`config.mk`:
```
export PLATFORM = sky130hd
export DESIGN_NAME = ecount_ctrl
export DESIGN_NICKNAME = d
export VERILOG_FILES = /design/src/rtl/ecount_pkg.sv /design/src/rtl/ecount_core.sv /design/src/rtl/ecount_ctrl.sv
export SDC_FILE = /design/constraint.sdc
export NUM_CORES = 1
export LEC_CHECK = 0
export ABC_AREA = 1
export BUFFER_PORTS_ARGS = -buffer_cell sky130_fd_sc_hd__buf_2
export CAP_MARGIN = 25
export CORE_ASPECT_RATIO = 1.25
export CORE_MARGIN = 2
export CORE_UTILIZATION = 53
export CTS_CLUSTER_SIZE = 10
export DETAILED_ROUTE_END_ITERATION = 12
export PLACE_DENSITY = 0.78
export SYNTH_ARGS = -nofsm -noshare
export SYNTH_HDL_FRONTEND = slang
export SYNTH_HIERARCHICAL = 1
export SYNTH_SLANG_ARGS = --single-unit
```
`constraint.sdc`:
```
create_clock -name clk -period 2.4 [get_ports clk]
set_clock_uncertainty 0.2 [all_clocks]
set_input_delay 0.12 -clock clk [delete_from_list [all_inputs] [get_ports clk]]
set_output_delay 0.12 -clock clk [all_outputs]
set_load 0.01 [all_outputs]
```
`src/rtl/ecount_pkg.sv`:
```
// Shared definitions for the even-step counter controller: command op codes,
// controller state encodings and the infinite-loop marker.
package ecount_pkg;

  typedef enum logic [1:0] {
    OP_START = 2'b00,
    OP_PAUSE = 2'b01,
    OP_STEP  = 2'b10,
    OP_CLEAR = 2'b11
  } op_e;

  typedef enum logic [1:0] {
    ST_IDLE  = 2'b00,
    ST_RUN   = 2'b01,
    ST_PAUSE = 2'b10,
    ST_DONE  = 2'b11
  } state_e;

  // A loop count of zero means run until told otherwise.
  localparam logic [3:0] LOOPS_INF = 4'd0;

endpackage

```
`src/rtl/ecount_core.sv`:
```
// Even-step counter datapath: 0, 1, 2, 4, 6, ... up to lim, then back to 0.
// wrap reports that the next advance returns the count to 0.
module ecount_core #(
  parameter int unsigned WIDTH = 4
) (
  input  logic             clk,
  input  logic             reset,
  input  logic             clr,
  input  logic             adv,
  input  logic [WIDTH-1:0] lim,
  output logic [WIDTH-1:0] cnt,
  output logic             wrap
);

  logic [WIDTH-1:0] cnt_q, cnt_d;
  logic [WIDTH:0]   nxt;

  // Candidate next value, one bit wider so cnt+2 can never overflow.
  always_comb begin
    if (cnt_q == '0) begin
      nxt = (WIDTH+1)'(1);
    end else if (cnt_q == WIDTH'(1)) begin
      nxt = (WIDTH+1)'(2);
    end else begin
      nxt = {1'b0, cnt_q} + (WIDTH+1)'(2);
    end
    wrap = (cnt_q == lim) || (nxt > {1'b0, lim});
  end

  // Clear wins over advance; an advance either wraps to 0 or takes nxt.
  always_comb begin
    cnt_d = cnt_q;
    if (clr) begin
      cnt_d = '0;
    end else if (adv) begin
      cnt_d = wrap ? '0 : nxt[WIDTH-1:0];
    end
  end

  // Count register with synchronous reset.
  always_ff @(posedge clk) begin
    if (reset) begin
      cnt_q <= '0;
    end else begin
      cnt_q <= cnt_d;
    end
  end

  assign cnt = cnt_q;

endmodule

```
`src/rtl/ecount_ctrl.sv`:
```
// Even-step counter controller: command decode, run/pause/done FSM and loop
// counter around ecount_core. Define ECOUNT_CTRL_PRESCALE_EN to advance only
// once every PRESCALE RUN cycles.
module ecount_ctrl
  import ecount_pkg::*;
#(
  parameter int unsigned WIDTH    = 4,
  parameter int unsigned PRESCALE = 4
) (
  input  logic             clk,
  input  logic             reset,
  input  logic             cmd_valid,
  output logic             cmd_ready,
  input  logic [1:0]       cmd_op,
  input  logic [WIDTH-1:0] cfg_limit,
  input  logic [3:0]       cfg_loops,
  output logic [WIDTH-1:0] cnt,
  output logic             tc,
  output logic             done,
  output logic             busy,
  output logic [3:0]       loops_left
);

  state_e           state_q, state_d;
  logic [WIDTH-1:0] lim_q, lim_d;
  logic [3:0]       loops_q, loops_d;
  logic             tc_q, tc_d, done_q, done_d;

  op_e  op;
  logic acc, is_start, is_pause, is_step, is_clear;
  logic run_tick, adv_req, core_wrap, final_wrap;

  assign op        = op_e'(cmd_op);
  assign cmd_ready = (state_q != ST_DONE);
  assign acc       = cmd_valid & cmd_ready;
  assign is_start  = acc && (op == OP_START);
  assign is_pause  = acc && (op == OP_PAUSE);
  assign is_step   = acc && (op == OP_STEP);
  assign is_clear  = acc && (op == OP_CLEAR);

`ifdef ECOUNT_CTRL_PRESCALE_EN
  logic [7:0] presc_q, presc_d;
  logic       presc_hit;

  assign presc_hit = (presc_q == 8'(PRESCALE - 1));
  assign run_tick  = (state_q == ST_RUN) && presc_hit;

  // Prescaler counts RUN cycles, freezes in PAUSE, restarts on every RUN entry.
  always_comb begin
    presc_d = '0;
    if (!(is_start || is_clear)) begin
      if (state_q == ST_RUN) begin
        presc_d = presc_hit ? 8'd0 : presc_q + 8'd1;
      end else if (state_q == ST_PAUSE && !is_pause) begin
        presc_d = presc_q;
      end
    end
  end

  // Prescaler register.
  always_ff @(posedge clk) begin
    if (reset) begin
      presc_q <= '0;
    end else begin
      presc_q <= presc_d;
    end
  end
`else
  logic [7:0] unused_prescale;
  assign unused_prescale = 8'(PRESCALE);
  assign run_tick        = (state_q == ST_RUN);
`endif

  // STEP only advances from PAUSE; RUN advances regardless of PAUSE/STEP.
  assign adv_req    = run_tick || ((state_q == ST_PAUSE) && is_step);
  assign final_wrap = adv_req && core_wrap && (loops_q == 4'd1);

  ecount_core #(
    .WIDTH (WIDTH)
  ) u_core (
    .clk   (clk),
    .reset (reset),
    .clr   (is_start | is_clear),
    .adv   (adv_req),
    .lim   (lim_q),
    .cnt   (cnt),
    .wrap  (core_wrap)
  );

  // Next-state: START/CLEAR override any wrap; PAUSE is dropped on the final wrap.
  always_comb begin
    state_d = state_q;
    lim_d   = lim_q;
    loops_d = loops_q;
    tc_d    = 1'b0;
    done_d  = 1'b0;
    if (state_q == ST_DONE) begin
      state_d = ST_IDLE;
    end else if (is_clear) begin
      state_d = ST_IDLE;
      loops_d = LOOPS_INF;
    end else if (is_start) begin
      state_d = ST_RUN;
      lim_d   = cfg_limit;
      loops_d = cfg_loops;
    end else begin
      if (adv_req && core_wrap) begin
        tc_d = 1'b1;
        if (loops_q == 4'd1) begin
          loops_d = '0;
          done_d  = 1'b1;
          state_d = ST_DONE;
        end else if (loops_q != LOOPS_INF) begin
          loops_d = loops_q - 4'd1;
        end
      end
      if (is_pause && !final_wrap) begin
        if (state_q == ST_RUN) begin
          state_d = ST_PAUSE;
        end else if (state_q == ST_PAUSE) begin
          state_d = ST_RUN;
        end
      end
    end
  end

  // Controller state and registered outputs.
  always_ff @(posedge clk) begin
    if (reset) begin
      state_q <= ST_IDLE;
      lim_q   <= '0;
      loops_q <= '0;
      tc_q    <= 1'b0;
      done_q  <= 1'b0;
    end else begin
      state_q <= state_d;
      lim_q   <= lim_d;
      loops_q <= loops_d;
      tc_q    <= tc_d;
      done_q  <= done_d;
    end
  end

  assign tc         = tc_q;
  assign done       = done_q;
  assign busy       = (state_q == ST_RUN) || (state_q == ST_PAUSE);
  assign loops_left = loops_q;

endmodule

```
==> results.sh, run 1 <==
export IMPL_worst_r2r_endpoint="loops_left[0]$_SDFFE_PP0P_"
export IMPL_worst_path_buf_inv=0
export IMPL_route_antenna_remaining_nets=0
export IMPL_r2r_worst_path_cells=14
export IMPL_viasPerCell=5.20
export IMPL_hold_worst_slack_ps=2.97
export IMPL_fin_tns_setup_ps=0
export IMPL_n_antenna_cell=0
export IMPL_end_kind="flop"
export IMPL_dieArea_um2=2600
export IMPL_cts_max_path_buffers=2
export IMPL_reg2reg_setup_slack_ps=180
export IMPL_grt_pass1_wl_mm=4.32
export IMPL_hold_depth=5
export IMPL_detailedRoute_firstIterationViolations=14
export IMPL_yosys_most_used_dff="dfxtp_1"
export IMPL_root_buffer="clkbuf_4"
export IMPL_worst_slew_pin_transition_ps=291
export IMPL_count_of_state_elements_after_synthesis=16
export IMPL_reg2reg_from="u_core/cnt[1]$_SDFFE_PP0P_"
export IMPL_post_route_period_util_pct=92.7
export IMPL_syn_area_per_cell_um2=6.60
export IMPL_critical_path_cell_chain="ha_2 > xnor2_2 > nor2_2 > ha_4 > nand4_1 > nand3_1 > nand2_2 > nand3_2 > nand3_1 > nand2_2 > nand2_4 > nand2_1 > nand2_1 > nor2_1"
export IMPL_synth_distinct_cells=21
export IMPL_max_stage_delay_ps=380
export IMPL_post_dp_hpwl_mm=2.00
export IMPL_synth_enable_flop_cells=0
export IMPL_clkLatencyLatePin_ps=300
export IMPL_syn_to_final_growth_pct=24.6
export IMPL_fin_crit_ps=2220
export IMPL_run_status="complete, no violations"
export IMPL_synthesis_instances=177
export IMPL_cts_made_buffers=3
export IMPL_start_util_pct=54.6
export IMPL_drt_pass1_iterations=5
export IMPL_core_area_um2=2140
export IMPL_rsz0062_at_grt="no"
export IMPL_syn_nets=202
export IMPL_synth_area_um2=1170
export IMPL_post_synth_top_area_cell="dfxtp_1"
export IMPL_clk_pin_slew_ps=100
export IMPL_power_leakage_uw=0.000733
export IMPL_numPortBuffers=24
export IMPL_dieWidth_um=46
export IMPL_start_kind="flop"
export IMPL_timing_fmax_mhz=450
export IMPL_final_max_slew_viol_count=0
export IMPL_yosys_top_cells_count="nand2_1 (35), inv_1 (24), nor2_1 (22)"
export IMPL_hold_viol=0
export IMPL_highest_net_fanout_along_the_worst_path=8
export IMPL_fin_ws_ps=176
export IMPL_setup_viol=0
export IMPL_global_route_overflow_total=0
export IMPL_rows=19
export IMPL_synth_seq_area_share_pct=27.4
export IMPL_netlist_top_cells_area="dfxtp_1 (27%), ha_1 (13%), nand2_1 (11%)"
export IMPL_place_worst_setup_slack_ps=41.2
export IMPL_grtUsageTotal_pct=22.1
export IMPL_route_vias_total=1201
export IMPL_grt_start_max_net_pins=12
export IMPL_htreeDepth=1
export IMPL_gp_routability_congestion=0.899
export IMPL_antenna_violations_before_repair=0
export IMPL_routed_wire_length_per_instance_um=11.0
export IMPL_cp_arrival_ps=2230
export IMPL_max_vdd_ir_drop_v=0.000365
export IMPL_pin_count=25
export IMPL_yosysMostFrequentCell="nand2_1"
export IMPL_post_route_cells_drive_above_1_share_pct=26.7
export IMPL_pwr_density_cell_nw_per_um2=515
export IMPL_timing_max_slew_rel_slack_pct=80.5
export IMPL_nets_finish=236
export IMPL_path_class="reg2reg"
export IMPL_wl_mm=2.53
export IMPL_min_path_type="in2reg"
export IMPL_startpoint_of_the_worst_hold_path="cfg_loops[2]"
export IMPL_cpLargestDelayFamily="simple AND/OR/NAND/NOR gates"
export IMPL_synth_async_reset_ratio_pct=0
export IMPL_drt_drc_violations_left=0
export IMPL_p_total_uw=750
export IMPL_hold_path_end="loops_left[2]$_SDFFE_PP0P_"
export IMPL_master_of_the_slowest_instance_on_the_critical_path="dfxtp_4"
export IMPL_cts_tree="done"
export IMPL_die_y_um=56.5
export IMPL_synth_yosys_warnings=6
export IMPL_timing_max_cap_violations=0
export IMPL_number_of_global_route_vias_before_repair=1095
export IMPL_worst_ep_required_time_ps=2400
export IMPL_post_synth_top_area_fraction_pct=27.4
export IMPL_clock_sinks=16
[worst max-delay path by stage]
stage                                          start                         end  cells past startpoint
after CTS                 u_core/cnt[1]$_SDFFE_PP0P_                        flop                     11
after global routing      u_core/cnt[1]$_SDFFE_PP0P_  loops_left[0]$_SDFFE_PP0P_                     14
after floorplan           u_core/cnt[2]$_SDFFE_PP0P_       state_q[0]$_SDFF_PP0_                     11
final                     u_core/cnt[1]$_SDFFE_PP0P_  loops_left[0]$_SDFFE_PP0P_                     14
after detailed placement  u_core/cnt[1]$_SDFFE_PP0P_       state_q[0]$_SDFF_PP0_                     11
after global placement    u_core/cnt[1]$_SDFFE_PP0P_                        flop                     11
[layout by cell type (no fill, tap or decap), types with 2 or more instances in the layout]
| cell type | instances |
|---|---|
| a21oi_1 | 11 |
| a31oi_1 | 2 |
| buf_2 | 24 |
| buf_4 | 2 |
| clkbuf_4 | 3 |
| dfxtp_1 | 13 |
| dfxtp_2 | 2 |
| dlygate4sd3_1 | 5 |
| ha_1 | 9 |
| ha_4 | 2 |
| inv_1 | 24 |
| inv_2 | 5 |
| nand2_1 | 34 |
| nand2_2 | 5 |
| nand3_1 | 13 |
| nand4_1 | 6 |
| nor2_1 | 22 |
| nor2_2 | 4 |
| o21ai_0 | 9 |
| or2_0 | 2 |
[per-layer routing]
metal	track usage (%)	wire, um	up-vias
met3	2.57	85	7
met5	0	0	-
met4	12.7	62	0
met2	38.3	1300	29
met1	24.3	1080	535
li1	-	-	630
[cells by family (layout without fill, tap and decap cells)]
| group | Yosys count | count (layout) | share of synthesized area [%] |
|---|---|---|---|
| fa+ha+maj | 12 | 12 | 12.8 |
| flops | 16 | 16 | 27.4 |
| buf+inv | 31 | 64 | 11.2 |
| simple gates | 91 | 91 | 35.7 |
| compound gates | 25 | 25 | 11.3 |
| xor+xnor | 2 | 2 | 1.50 |
[cell type report]
type | count | area (um^2)
multi-input cells | 130 | 773
fillers | 193 | 683
flip-flops and latches | 16 | 327
repair buffers | 31 | 185
inverters | 29 | 109
clock buffers | 4 | 36.3
well taps | 21 | 26.3
[tightest hold or removal path: cells and delay by family]
| kind | cells | cell delay [ps] |
|---|---|---|
| AND/OR/NAND/NOR | 3 | 200 |
| buffers and inverters | 1 | 90 |
| AO/OA/AOI/OAI | 1 | 70 |
[per-stage QoR]
stage	cells	cell area (um^2)	util [%]
2_1_floorplan	177	1170	-
3_3_place_gp	221	1300	60.8
3_5_place_dp	221	1300	60.8
4_1_cts	230	1390	64.8
5_1_grt	231	1460	68.1
6_report	231	1460	68.1
[power by group]
group	leakage [uW]	switching, uW	internal (uW)	total [uW]
clock	0.0000210	88.4	92.6	181
sequential	0.000132	19.9	283	303
combinational	0.000579	151	115	266
[timing repair]
action | in CTS | in global routing
hold buffers | 5 | 0
buffers inserted | 0 | 1
endpoints found under the setup margin | 0 | 8
endpoints found under the hold margin | 9 | 0
resized for setup | 0 | 14
[flip-flops by register name (all words and copies together) (netlist names), named ones only]
signal,flops
tc,1
lim_q,4
u_core/cnt,4
loops_left,4
done,1
state_q,1
Note: power is estimated with default switching activity, not from simulation.
==> inputs of run 2 (changes only) <==
- CORE_UTILIZATION: 53 -> 57
- PLACE_DENSITY: 0.78 -> 0.83
- clock period: 2.4 -> 2.6 ns (I/O delays scaled with it)
==> results.sh, run 2 (same netlist as run 1, synthesis figures left out) <==
export IMPL_run_status="complete, no violations"
export IMPL_drt_drc_violations_left=0
export IMPL_worst_r2r_endpoint="state_q[0]$_SDFF_PP0_"
export IMPL_reg2reg_setup_slack_ps=200
export IMPL_grtUsageTotal_pct=22.7
export IMPL_worst_slew_pin_transition_ps=326
export IMPL_clkLatencyLatePin_ps=290
export IMPL_area_of_the_multi_input_gates_um2=717
export IMPL_final_max_slew_viol_count=0
export IMPL_global_route_overflow_total=0
export IMPL_fin_crit_ps=2400
export IMPL_syn_to_final_growth_pct=16.9
export IMPL_start_kind="flop"
export IMPL_clock_sinks=16
export IMPL_pwr_density_cell_nw_per_um2=463
export IMPL_number_of_global_route_vias_before_repair=1008
export IMPL_end_kind="flop"
export IMPL_setup_viol=0
export IMPL_ff_latch_area_um2=323
export IMPL_drt_pass1_iterations=4
export IMPL_final_common_cell="nand2_1"
export IMPL_cts_tree="done"
export IMPL_highest_net_fanout_along_the_worst_path=8
export IMPL_antenna_violations_before_repair=0
export IMPL_power_leakage_uw=0.000710
export IMPL_min_path_type="in2reg"
export IMPL_pin_count=25
export IMPL_dieArea_um2=2430
export IMPL_timing_max_cap_violations=0
export IMPL_routed_wire_length_per_instance_um=11.7
export IMPL_critical_path_startpoint="u_core/cnt[1]$_SDFFE_PP0P_"
export IMPL_post_route_period_util_pct=92.2
export IMPL_r2r_worst_path_cells=11
export IMPL_clk_pin_slew_ps=90
export IMPL_htreeDepth=1
export IMPL_crit_path_end="state_q[0]$_SDFF_PP0_"
export IMPL_route_antenna_remaining_nets=0
export IMPL_fin_tns_setup_ps=0
export IMPL_detailedRoute_firstIterationViolations=27
export IMPL_nets_finish=234
export IMPL_start_util_pct=59.6
export IMPL_root_buffer="clkbuf_4"
export IMPL_max_vdd_ir_drop_v=0.000309
export IMPL_dieWidth_um=44.5
export IMPL_rows=18
export IMPL_n_antenna_cell=0
export IMPL_reg2reg_from="u_core/cnt[1]$_SDFFE_PP0P_"
export IMPL_rsz0062_at_grt="no"
export IMPL_cp_arrival_ps=2420
export IMPL_die_y_um=54.6
export IMPL_timing_max_slew_rel_slack_pct=78.2
export IMPL_grt_pass1_wl_mm=4.05
export IMPL_post_dp_hpwl_mm=2.04
export IMPL_worst_ep_required_time_ps=2620
export IMPL_path_class="reg2reg"
export IMPL_viasPerCell=5.26
export IMPL_filler_cell_count=183
export IMPL_numPortBuffers=24
export IMPL_grt_start_max_net_pins=12
export IMPL_wl_mm=2.65
export IMPL_hold_viol=0
export IMPL_timing_fmax_mhz=417
export IMPL_cts_max_path_buffers=2
export IMPL_post_route_cells_drive_above_1_share_pct=21.3
export IMPL_cts_made_buffers=3
export IMPL_gp_routability_congestion=0.946
export IMPL_mostFrequentLayoutCells="nand2_1 (35), inv_1 (24), buf_2 (24), nor2_1 (22)"
export IMPL_postLayoutCoreUtil_pct=69.7
export IMPL_route_vias_total=1195
export IMPL_core_area_um2=1960
## run 2: cell type report
class / count / share of cell area, %
Multi-Input combinational cell: 130 / 52.5
Tap cell: 20 / 1.83
Clock buffer: 3 / 1.65
Sequential cell: 16 / 23.6
Timing Repair Buffer: 29 / 12.5
Inverter: 29 / 7.97
## run 2: routing by layer
metal | vias to the layer above | wire [um] | track usage [%]
li1 | 632 | - | -
met1 | 520 | 1080 | 22.8
met2 | 32 | 1400 | 44.2
met3 | 11 | 96 | 3.30
met4 | 0 | 73 | 12.1
met5 | - | 0 | 0
## run 2: how the worst min path moves through the flow
stage                 startpoint                         end  slack [ps]  cells past startpoint
floorplan                  reset  loops_left[3]$_SDFFE_PP0P_        -0.9                      1
global placement           reset  loops_left[3]$_SDFFE_PP0P_         120                      2
detailed placement         reset  loops_left[3]$_SDFFE_PP0P_         120                      2
CTS                 cfg_loops[2]  loops_left[2]$_SDFFE_PP0P_          10                      5
global route        cfg_loops[2]  loops_left[2]$_SDFFE_PP0P_          60                      5
finish              cfg_loops[2]  loops_left[2]$_SDFFE_PP0P_           9                      5
## run 2: stage by stage
step / setup slack [ps] / cells / area (um^2) / total power [uW] / hold WS (ps)
floorplan: 371 / 177 / 1170 / 443 / -0.934
global placement: 348 / 219 / 1290 / 486 / 121
detailed placement: 183 / 219 / 1290 / 497 / 124
CTS: 178 / 227 / 1360 / 632 / 10.6
global route: 74.6 / 227 / 1370 / 673 / 56.1
finish: 204 / 227 / 1370 / 633 / 9.16
## run 2: critical path, stage by stage (launching register included)
cell	delay, ps
dfxtp_2	360
ha_1	210
xnor2_1	190
nor2_2	70
ha_1	330
nand4_1	110
nand3_1	80
nand2_1	110
nand3_1	110
a21boi_0	250
nand2_1	140
a31oi_1	170
## run 2: timing repair
item / 4_1_cts / 5_1_grt
endpoints found under the hold margin: 9 / 0
resized for setup: 0 / 2
endpoints found under the setup margin: 0 / 2
setup buffers: 0 / 0
hold buffers: 5 / 0
## run 2: report_power, final
part | internal, uW | total, uW | switching (uW)
Sequential | 262 | 281 | 19.0
Clock | 53.9 | 130 | 75.7
Combinational | 90.2 | 223 | 133
==> inputs of run 3 (changes only) <==
- CORE_UTILIZATION: 57 -> 40
- PLACE_DENSITY: 0.83 -> default
==> results.sh, run 3 (same netlist as run 1, synthesis figures left out) <==
export IMPL_start_kind="flop"
export IMPL_cts_max_path_buffers=2
export IMPL_max_vdd_ir_drop_v=0.000227
export IMPL_clk_pin_slew_ps=100
export IMPL_reg2reg_setup_slack_ps=300
export IMPL_detailed_place_area_um2=1310
export IMPL_critical_path_cell_chain="ha_1 > xnor2_1 > nor2_2 > ha_1 > nand4_1 > nand3_1 > nand2_1 > nand3_1 > nand3_1 > nand2_2 > nand2_2 > nand2_1 > nand2_1 > nor2_1"
export IMPL_global_route_overflow_total=0
export IMPL_mostFrequentLayoutCells="nand2_1 (35), inv_1 (24), buf_2 (24), nor2_1 (22)"
export IMPL_routed_wire_length_per_instance_um=10.4
export IMPL_drt_drc_violations_left=0
export IMPL_antenna_violations_before_repair=0
export IMPL_run_status="complete, no violations"
export IMPL_r2r_worst_path_cells=14
export IMPL_hold_viol=0
export IMPL_pwr_density_cell_nw_per_um2=472
export IMPL_power_leakage_uw=0.000718
export IMPL_nets_finish=234
export IMPL_startpoint_of_the_worst_hold_path="cfg_loops[2]"
export IMPL_cp_arrival_ps=2300
export IMPL_max_stage_delay_ps=370
export IMPL_worst_path_buf_inv=0
export IMPL_timing_fmax_mhz=434
export IMPL_gp_routability_congestion=0.892
export IMPL_p_total_uw=659
export IMPL_hold_depth=5
export IMPL_timing_max_cap_violations=0
export IMPL_clkLatencyLatePin_ps=280
export IMPL_route_vias_total=1170
export IMPL_final_common_cell="nand2_1"
export IMPL_post_dp_hpwl_mm=2.06
export IMPL_grtUsageTotal_pct=16.6
export IMPL_route_antenna_remaining_nets=0
export IMPL_post_route_period_util_pct=88.6
export IMPL_filler_cell_count=288
export IMPL_setup_viol=0
export IMPL_dieWidth_um=52.3
export IMPL_highest_net_fanout_along_the_worst_path=8
export IMPL_post_route_cell_area_um2=1400
export IMPL_core_area_um2=2730
export IMPL_die_y_um=64.4
export IMPL_detailedRoute_firstIterationViolations=28
export IMPL_timing_max_slew_rel_slack_pct=78.4
export IMPL_htreeDepth=1
export IMPL_wl_mm=2.52
export IMPL_rows=21
export IMPL_cts_made_buffers=3
export IMPL_fin_tns_setup_ps=0
export IMPL_min_path_type="in2reg"
export IMPL_root_buffer="clkbuf_4"
export IMPL_number_of_global_route_vias_before_repair=1082
export IMPL_rsz0062_at_grt="no"
export IMPL_clock_sinks=16
export IMPL_pin_count=25
export IMPL_numPortBuffers=24
export IMPL_syn_to_final_growth_pct=19.6
export IMPL_dieArea_um2=3370
export IMPL_grt_pass1_wl_mm=4.33
export IMPL_viasPerCell=4.83
export IMPL_end_kind="flop"
export IMPL_postLayoutCoreUtil_pct=51.1
export IMPL_grt_start_max_net_pins=12
export IMPL_worst_slew_pin_transition_ps=324
export IMPL_worst_r2r_endpoint="loops_left[0]$_SDFFE_PP0P_"
export IMPL_master_of_the_slowest_instance_on_the_critical_path="dfxtp_2"
export IMPL_worst_ep_required_time_ps=2590
export IMPL_final_max_slew_viol_count=0
export IMPL_hold_path_end="loops_left[2]$_SDFFE_PP0P_"
export IMPL_fin_crit_ps=2300
export IMPL_start_util_pct=42.8
export IMPL_path_class="reg2reg"
export IMPL_drt_pass1_iterations=4
export IMPL_cts_tree="done"
export IMPL_post_route_cells_drive_above_1_share_pct=21.6
export IMPL_reg2reg_from="u_core/cnt[1]$_SDFFE_PP0P_"
export IMPL_n_antenna_cell=0
export IMPL_cpLargestDelayFamily="simple AND/OR/NAND/NOR gates"
run 3: changes by cell type in the layout (fill, tap and decap cells not counted), sizes merged:
| cell | previous run | this run |
|---|---|---|
| clkbuf | 3 | 4 |
run 3: final cells by class:
class	count	area, um^2	area share [%]
repair buffers	29	170	12.2
well taps	34	42.5	3.04
multi-input cells	130	717	51.3
clock buffers	4	36.3	2.60
inverters	29	109	7.79
flip-flops and latches	16	323	23.1
run 3: worst max path at each step:
stage,endpoint,start,cells past startpoint
6_report,loops_left[0]$_SDFFE_PP0P_,u_core/cnt[1]$_SDFFE_PP0P_,14
5_1_grt,state_q[0]$_SDFF_PP0_,u_core/cnt[2]$_SDFFE_PP0P_,11
4_1_cts,state_q[0]$_SDFF_PP0_,u_core/cnt[2]$_SDFFE_PP0P_,11
3_5_place_dp,state_q[0]$_SDFF_PP0_,u_core/cnt[2]$_SDFFE_PP0P_,11
3_3_place_gp,state_q[0]$_SDFF_PP0_,u_core/cnt[1]$_SDFFE_PP0P_,11
2_1_floorplan,state_q[0]$_SDFF_PP0_,u_core/cnt[2]$_SDFFE_PP0P_,11
run 3: what timing repair did:
| action | 4_1_cts | 5_1_grt |
|---|---|---|
| hold endpoints to repair | 9 | 0 |
| buffers inserted | 0 | 0 |
| gates resized for setup | 0 | 3 |
| hold buffers | 5 | 0 |
| endpoints found under the setup margin | 0 | 6 |
run 3: metrics by stage:
step / worst slack [ps] / hold WS, ps / cells
CTS: 161 / 6.01 / 242
finish: 296 / 15.8 / 242
global placement: 321 / 124 / 233
global route: 35.6 / 41.1 / 242
floorplan: 371 / -0.934 / 177
detailed placement: 181 / 128 / 233
run 3: layer usage:
layer	vias up	global-route usage [%]	wire, um
li1	632	-	-
met1	519	18.1	1080
met2	17	31.1	1360
met3	2	2.07	68
met4	0	6.73	19
met5	-	0	0
run 3: power by group:
| part | internal, uW | switching (uW) |
|---|---|---|
| logic | 90.3 | 126 |
| clock network | 85.2 | 76.8 |
| registers | 262 | 19.1 |
| total | 437 | 222 |
run 3: worst register-to-register path: cells and delay by family (launching register included):
family,cells,cell delay (ps)
simple gates,11,940
fa+ha+maj,2,540
flops,1,370
xor+xnor,1,170
